===== src/rtl/glyph_pkg.sv =====
// Shared helpers for the glyph renderer: width derivation and scale encoding.
// Pure declarations, no logic; imported by every renderer file.
// Widths derived here size the text/font address ports.
package glyph_pkg;

  typedef enum logic [1:0] {
    SCALE_1X     = 2'd0,
    SCALE_2X     = 2'd1,
    SCALE_4X     = 2'd2,
    SCALE_4X_ALT = 2'd3
  } scale_e;

  // ceil(log2(v)), never less than 1 so derived fields are never empty
  function automatic int clog2(input int v);
    int r;
    r = 0;
    for (int i = 0; i < 31; i++) begin
      if ((1 << i) < v) r = i + 1;
    end
    return (r < 1) ? 1 : r;
  endfunction

  function automatic int ta_width(input int cols, input int rows);
    return clog2(cols * rows);
  endfunction

  function automatic int font_aw(input int code_w, input int glyph_h);
    return code_w + clog2(glyph_h);
  endfunction

  // Right-shift amount for a scale code; the spare code behaves as 4x
  function automatic logic [1:0] scale_shift(input scale_e s);
    case (s)
      SCALE_1X: return 2'd0;
      SCALE_2X: return 2'd1;
      default:  return 2'd2;
    endcase
  endfunction

endpackage


===== src/rtl/glyph_delay_line.sv =====
// Shift register aligning sideband fields with the render datapath.
// Latency DEPTH cycles; output is the input delayed DEPTH clocks.
// No backpressure: shifts every cycle, reset clears every stage.
module glyph_delay_line #(
  parameter int WIDTH = 1,
  parameter int DEPTH = 1
) (
  input  logic             clk,
  input  logic             rst_n,
  input  logic [WIDTH-1:0] din,
  output logic [WIDTH-1:0] dout
);

  logic [DEPTH-1:0][WIDTH-1:0] sr;

  // Advance one stage per cycle; stage 0 takes the new input
  always_ff @(posedge clk or negedge rst_n) begin
    if (!rst_n) begin
      sr <= '0;
    end else begin
      sr[0] <= din;
      for (int i = 1; i < DEPTH; i++) begin
        sr[i] <= sr[i-1];
      end
    end
  end

  assign dout = sr[DEPTH-1];

endmodule


===== src/rtl/glyph_render_pipe.sv =====
// Text overlay: raster position -> text cell -> font row -> one glyph pixel.
// Fixed 5-cycle latency from in_* to out_*; syncs delayed through the same pipe.
// No stalls: every stage advances each cycle, back-to-back pixels supported.
module glyph_render_pipe
  import glyph_pkg::*;
#(
  parameter int  GLYPH_W      = 8,
  parameter int  GLYPH_H      = 16,
  parameter int  CODE_W       = 7,
  parameter int  TEXT_COLS    = 80,
  parameter int  TEXT_ROWS    = 30,
  parameter int  X_W          = 11,
  parameter int  Y_W          = 10,
  parameter int  BLINK_FRAMES = 30,
  localparam int TA_W         = ta_width(TEXT_COLS, TEXT_ROWS),
  localparam int FA_W         = font_aw(CODE_W, GLYPH_H)
) (
  input  logic               clk,
  input  logic               rst_n,
  input  logic [1:0]         scale,
  input  logic               in_valid,
  input  logic [X_W-1:0]     in_x,
  input  logic [Y_W-1:0]     in_y,
  input  logic               in_hsync,
  input  logic               in_vsync,
  output logic [TA_W-1:0]    text_addr,
  input  logic [7:0]         text_data,
  output logic [FA_W-1:0]    font_addr,
  input  logic [GLYPH_W-1:0] font_data,
  output logic               out_valid,
  output logic               out_pix,
  output logic               out_hsync,
  output logic               out_vsync
);

  localparam int GB   = clog2(GLYPH_W);
  localparam int GR   = clog2(GLYPH_H);
  localparam int BW   = clog2(BLINK_FRAMES);
  localparam int S2_W = 4 + GB + GR;  // valid, blank, hsync, vsync, gcol, grow
  localparam int S4_W = 4 + GB;       // grow no longer needed after font address

  scale_e        scale_q;
  logic          vsync_q;
  logic          vsync_rise;
  logic [BW-1:0] blink_cnt;
  logic          blink_off;

  assign vsync_rise = in_vsync & ~vsync_q;

  // Frame-rate state: scale latch and blink phase both step on vsync rise only
  always_ff @(posedge clk or negedge rst_n) begin
    if (!rst_n) begin
      vsync_q   <= 1'b0;
      scale_q   <= SCALE_1X;
      blink_cnt <= '0;
      blink_off <= 1'b0;
    end else begin
      vsync_q <= in_vsync;
      if (vsync_rise) begin
        scale_q <= scale_e'(scale);
        if (blink_cnt == BW'(BLINK_FRAMES - 1)) begin
          blink_cnt <= '0;
          blink_off <= ~blink_off;
        end else begin
          blink_cnt <= blink_cnt + 1'b1;
        end
      end
    end
  end

  // S0: scaled position split into text cell and in-glyph coordinates
  logic [1:0]        shamt;
  logic [X_W-1:0]    sx;
  logic [Y_W-1:0]    sy;
  logic [X_W-GB-1:0] ccol;
  logic [Y_W-GR-1:0] crow;
  logic [GB-1:0]     gcol0;
  logic [GR-1:0]     grow0;
  logic              blank0;
  logic [TA_W-1:0]   addr0;

  // Cell lookup; addr0 is only meaningful when blank0 is low
  always_comb begin
    shamt  = scale_shift(scale_q);
    sx     = in_x >> shamt;
    sy     = in_y >> shamt;
    ccol   = sx[X_W-1:GB];
    crow   = sy[Y_W-1:GR];
    gcol0  = sx[GB-1:0];
    grow0  = sy[GR-1:0];
    blank0 = (int'(ccol) >= TEXT_COLS) || (int'(crow) >= TEXT_ROWS);
    addr0  = TA_W'(int'(crow) * TEXT_COLS + int'(ccol));
  end

  // Text-buffer address: issued for on-grid pixels only, held otherwise
  always_ff @(posedge clk or negedge rst_n) begin
    if (!rst_n) begin
      text_addr <= '0;
    end else if (in_valid && !blank0) begin
      text_addr <= addr0;
    end
  end

  logic [S2_W-1:0] s2_bus;
  logic            s2_valid, s2_blank, s2_hsync, s2_vsync;
  logic [GB-1:0]   s2_gcol;
  logic [GR-1:0]   s2_grow;

  glyph_delay_line #(.WIDTH(S2_W), .DEPTH(2)) u_dl_s2 (
    .clk  (clk),
    .rst_n(rst_n),
    .din  ({in_valid, blank0, in_hsync, in_vsync, gcol0, grow0}),
    .dout (s2_bus)
  );

  assign {s2_valid, s2_blank, s2_hsync, s2_vsync, s2_gcol, s2_grow} = s2_bus;

  logic blink_attr;
  logic blink_d;

  // Font address from the returned code; blink attribute tracks the same pixel
  always_ff @(posedge clk or negedge rst_n) begin
    if (!rst_n) begin
      font_addr  <= '0;
      blink_attr <= 1'b0;
      blink_d    <= 1'b0;
    end else begin
      if (s2_valid && !s2_blank) begin
        font_addr <= {text_data[CODE_W-1:0], s2_grow};
      end
      blink_attr <= text_data[7];
      blink_d    <= blink_attr;
    end
  end

  logic [S4_W-1:0] s4_bus;
  logic            s4_valid, s4_blank, s4_hsync, s4_vsync;
  logic [GB-1:0]   s4_gcol;
  logic [GB-1:0]   bit_idx;
  logic            glyph_bit;

  glyph_delay_line #(.WIDTH(S4_W), .DEPTH(2)) u_dl_s4 (
    .clk  (clk),
    .rst_n(rst_n),
    .din  ({s2_valid, s2_blank, s2_hsync, s2_vsync, s2_gcol}),
    .dout (s4_bus)
  );

  assign {s4_valid, s4_blank, s4_hsync, s4_vsync, s4_gcol} = s4_bus;
  // Font row MSB is the leftmost pixel
  assign bit_idx   = GB'(GLYPH_W - 1) - s4_gcol;
  assign glyph_bit = font_data[bit_idx];

  // Output stage: pixel forced low for invalid, blank or blinked-off cells
  always_ff @(posedge clk or negedge rst_n) begin
    if (!rst_n) begin
      out_valid <= 1'b0;
      out_hsync <= 1'b0;
      out_vsync <= 1'b0;
      out_pix   <= 1'b0;
    end else begin
      out_valid <= s4_valid;
      out_hsync <= s4_hsync;
      out_vsync <= s4_vsync;
      out_pix   <= s4_valid & ~s4_blank & glyph_bit & ~(blink_d & blink_off);
    end
  end

endmodule


===== config.mk =====
export PLATFORM = sky130hd
export DESIGN_NAME = glyph_render_pipe
export DESIGN_NICKNAME = d
export VERILOG_FILES = /design/src/rtl/glyph_pkg.sv /design/src/rtl/glyph_delay_line.sv /design/src/rtl/glyph_render_pipe.sv
export SDC_FILE = /design/constraint.sdc
export NUM_CORES = 1
export LEC_CHECK = 0
export ABC_AREA = 1
export BUFFER_PORTS_ARGS = -buffer_cell sky130_fd_sc_hd__buf_2
export CAP_MARGIN = 10
export CORE_UTILIZATION = 40
export DETAILED_ROUTE_END_ITERATION = 12
export HOLD_SLACK_MARGIN = 0.02
export PLACE_DENSITY_LB_ADDON = 0.12
export SLEW_MARGIN = 20
export SYNTH_ARGS = -nofsm -noshare
export SYNTH_HDL_FRONTEND = slang
export SYNTH_HIERARCHICAL = 1
export SYNTH_SLANG_ARGS = --single-unit
export TNS_END_PERCENT = 1

===== constraint.sdc =====
create_clock -name clk -period 3.43 [get_ports clk]
set_clock_uncertainty 0.2 [all_clocks]
set_input_delay 0.343 -clock clk [delete_from_list [all_inputs] [get_ports clk]]
set_output_delay 0.343 -clock clk [all_outputs]
set_load 0.02 [all_outputs]

==> metrics.csv <==
stage;metric;value;unit
clocking;total CTS buffers;9;
pwr;Tot Pwr;2.79;mW
worst_setup_path;critical setup path kind;flop to flop;
logic_synthesis;top-count cell post-synth;nand2_1;
global_routing;gr ovfl total;0;
sta;worst hold margin;55.3;ps
sta;fin crit share;0.877;
logic_synthesis;Async S/R FF share, synth;1.00;
route;drt initial violations;114;
cells_and_area;# nets final;495;
logic_synthesis;#FFs+latches synth;74;
route;vias per inst;4.63;
floorplanning;die width;95.7;um
placement;Detail Placement HPWL;4790;um
clocking;Worst-Skew Late Latency;340;ps
cells_and_area;diodes inserted;0;
sta;Max-slew headroom;0.391;
pwr;Max IR drop VDD;0.000218;V
logic_synthesis;Yosys Warn Count;6;
logic_synthesis;largest area contributor in the netlist;dfrtp_1;
sta;final worst path period need;3010;ps
cells_and_area;fin util;0.494;
floorplanning;Die Y;95.7;um
route;total iterations of the first detailed-routing run;4;
clocking;number of sinks on the clock net;74;
sta;Fin Setup TNS;0;ps
logic_synthesis;largest cells by area after synthesis;dfrtp_1 53%, nand2_1 10%, ha_1 4.6%, buf_4 4.1%, inv_1 3.7%;
worst_setup_path;WP data required;3510;ps
worst_setup_path;r2r startpoint;scale_q[1]$_DFFE_PN0P_;
worst_setup_path;worst reg-to-reg setup slack;420;ps
clocking;CTS tree;built;
sta;Pins Over Slew Limit;0;
logic_synthesis;Unique masters post-synth;36;
worst_setup_path;Crit path arrival time;3090;ps
worst_setup_path;CP Launch Type;flop;
sta;fmax;332;MHz
logic_synthesis;Cell Area, Synth;3510;sq um
logic_synthesis;top cell type's share of synthesized area;0.527;
pwr;Power Density;676;nW/um^2
sta;Final Hold Vio Count;0;
clocking;CTS Buffer Depth;2;
logic_synthesis;Cells after Synth;368;
placement;PortBufs;70;
worst_setup_path;reg2reg path depth;14;
logic_synthesis;EDFF count, synth;0;
worst_setup_path;CP max FO;27;
logic_synthesis;Most used DFF post-synth;dfrtp_1;
sta;final setup fails;0;
global_routing;pin count of the biggest net entering global routing;75;
pwr;LEAKAGE;2.13;nW
floorplanning;die area;9160;sq um
cells_and_area;Synth-to-Final Area Change;17.4;%
global_routing;vias in the first global route;2490;
job;maximum capacitance violations;0;
logic_synthesis;syn avg cell area;9.54;sq um
cells_and_area;Final Non-Filler Cells;546;
logic_synthesis;syn_nets;427;
global_routing;initial antenna violation count;0;
hold_path;type of the worst min-delay path;primary input to flop;
placement;Cells after DPL;517;
floorplanning;site row count;33;
logic_synthesis;Post-synth top cells;96 x nand2_1, 74 x dfrtp_1, 35 x inv_1, 25 x nor2_1, 19 x buf_4;
worst_setup_path;crit path to;text_addr[10]$_DFFE_PN0P_;
placement;Final GP Congestion;0.816;
route;# DRC;0;
floorplanning;area of the core;8340;sq um
clocking;H-tree levels;3;
worst_setup_path;reg2reg end;text_addr[10]$_DFFE_PN0P_;
clocking;Clk pin slew, worst setup/hold paths;80;ps
worst_setup_path;CP endpoint kind;flop;
sta;RSZ-0062 raised after global routing;no;
floorplanning;IO Count;71;
worst_setup_path;Critical Path Start;scale_q[1]$_DFFE_PN0P_;
clocking;Root Driver;clkbuf_8;
sta;Worst Tran Pin Value;914;ps
logic_synthesis;sequential share of the synthesized area;0.527;
route;final antenna-violating net count;0;
cells_and_area;ratio of cells with drive above 1 in the final layout;0.259;
route;wire length per cell;12.0;um
route;final wirelength;6560;um
floorplanning;Starting Density;0.421;
outcome;status;finished, final reports clean;
global_routing;gr usage total;0.163;
route;vias post-DR;2528;
global_routing;first-pass GRT wire length;11200;um
==> power breakdown <==
group | internal [mW] | switching [mW] | total, mW
combinational | 0.370 | 0.570 | 0.940
clock | 0.337 | 0.318 | 0.655
sequential | 1.08 | 0.107 | 1.19
==> metal layers <==
layer,global-route usage,up-vias,routed length (um)
met5,0,-,0
met4,0.0560,0,50
met3,0.0463,5,314
met2,0.270,57,3050
met1,0.205,1176,3140
li1,-,1290,-
==> worst min path at each step <==
stage,startpoint,end,slack [ps],cells after the start
global placement,u_dl_s4/sr[3]$_DFF_PN0_,u_dl_s4/dout[3]$_DFF_PN0_,130,0
global route,text_data[1],font_addr[5]$_DFFE_PN0P_,30,2
floorplan,rst_n,blink_attr$_DFF_PN0_,-150,0
finish,text_data[1],font_addr[5]$_DFFE_PN0P_,60,2
CTS,text_data[1],font_addr[5]$_DFFE_PN0P_,20,2
detailed placement,u_dl_s2/sr[9]$_DFF_PN0_,u_dl_s2/dout[9]$_DFF_PN0_,130,0
==> what timing repair did <==
item                                    in CTS  in global routing
hold endpoints to repair                    87                  0
endpoints found under the setup margin       0                  1
resized for setup                            0                  1
setup buffers                                0                  0
hold buffers                                13                  0
==> registers in the layout, summed over array words and instances (netlist names), 2 cells and up <==
| register | cells |
|---|---|
| text_addr | 12 |
| font_addr | 11 |
| u_dl_s2/dout | 11 |
| u_dl_s2/sr | 11 |
| u_dl_s4/dout | 7 |
| u_dl_s4/sr | 7 |
| blink_cnt | 5 |
| scale_q | 2 |
==> logic make-up after synthesis <==
kind of cell               Yosys count  synth area share
AOI/OAI and AO/OA                   42            0.0695
xor gates and xnor gates             7            0.0175
adders and majority gates           15            0.0577
buffers and inverters               66             0.102
DFF                                 74             0.527
muxes                               11            0.0353
and+or+nand+nor                    153             0.190
==> cell usage in the layout (no fill, tap or decap), types with 12 or more instances in the layout <==
master	count
nand2_1	96
a21oi_1	12
ha_1	13
nor2_1	25
buf_2	69
dfrtp_1	73
dlygate4sd3_1	13
o21ai_0	14
nand3_1	18
inv_1	35
==> layout make-up <==
class	instances	area, sq um
clock buffers	10	128
clock inverters	6	66.3
fillers	854	4220
inverters	38	145
multi-input cells	228	1300
flip-flops and latches	74	1850
well taps	105	131
repair buffers	85	498
==> metrics by stage <==
step	area, sq um	setup WS (ps)
final	4120	422
after global routing	4120	116
after CTS	4120	334
after detailed placement	3800	384
after global placement	3800	450
after floorplan	3510	563
==> critical path: stages, from the launching register on <==
cell and delay [ps]:
dfrtp_1 410, inv_4 210, nand2_2 150, nand2_1 100, nand2_2 70, o21ai_0 270
ha_1 210, ha_1 230, ha_1 360, nand2_1 70, o21ai_0 270, nand2_1 110
xnor2_1 160, nand2_1 60, nand2_1 60
No activity file was read; power rests on OpenSTA's default activity.
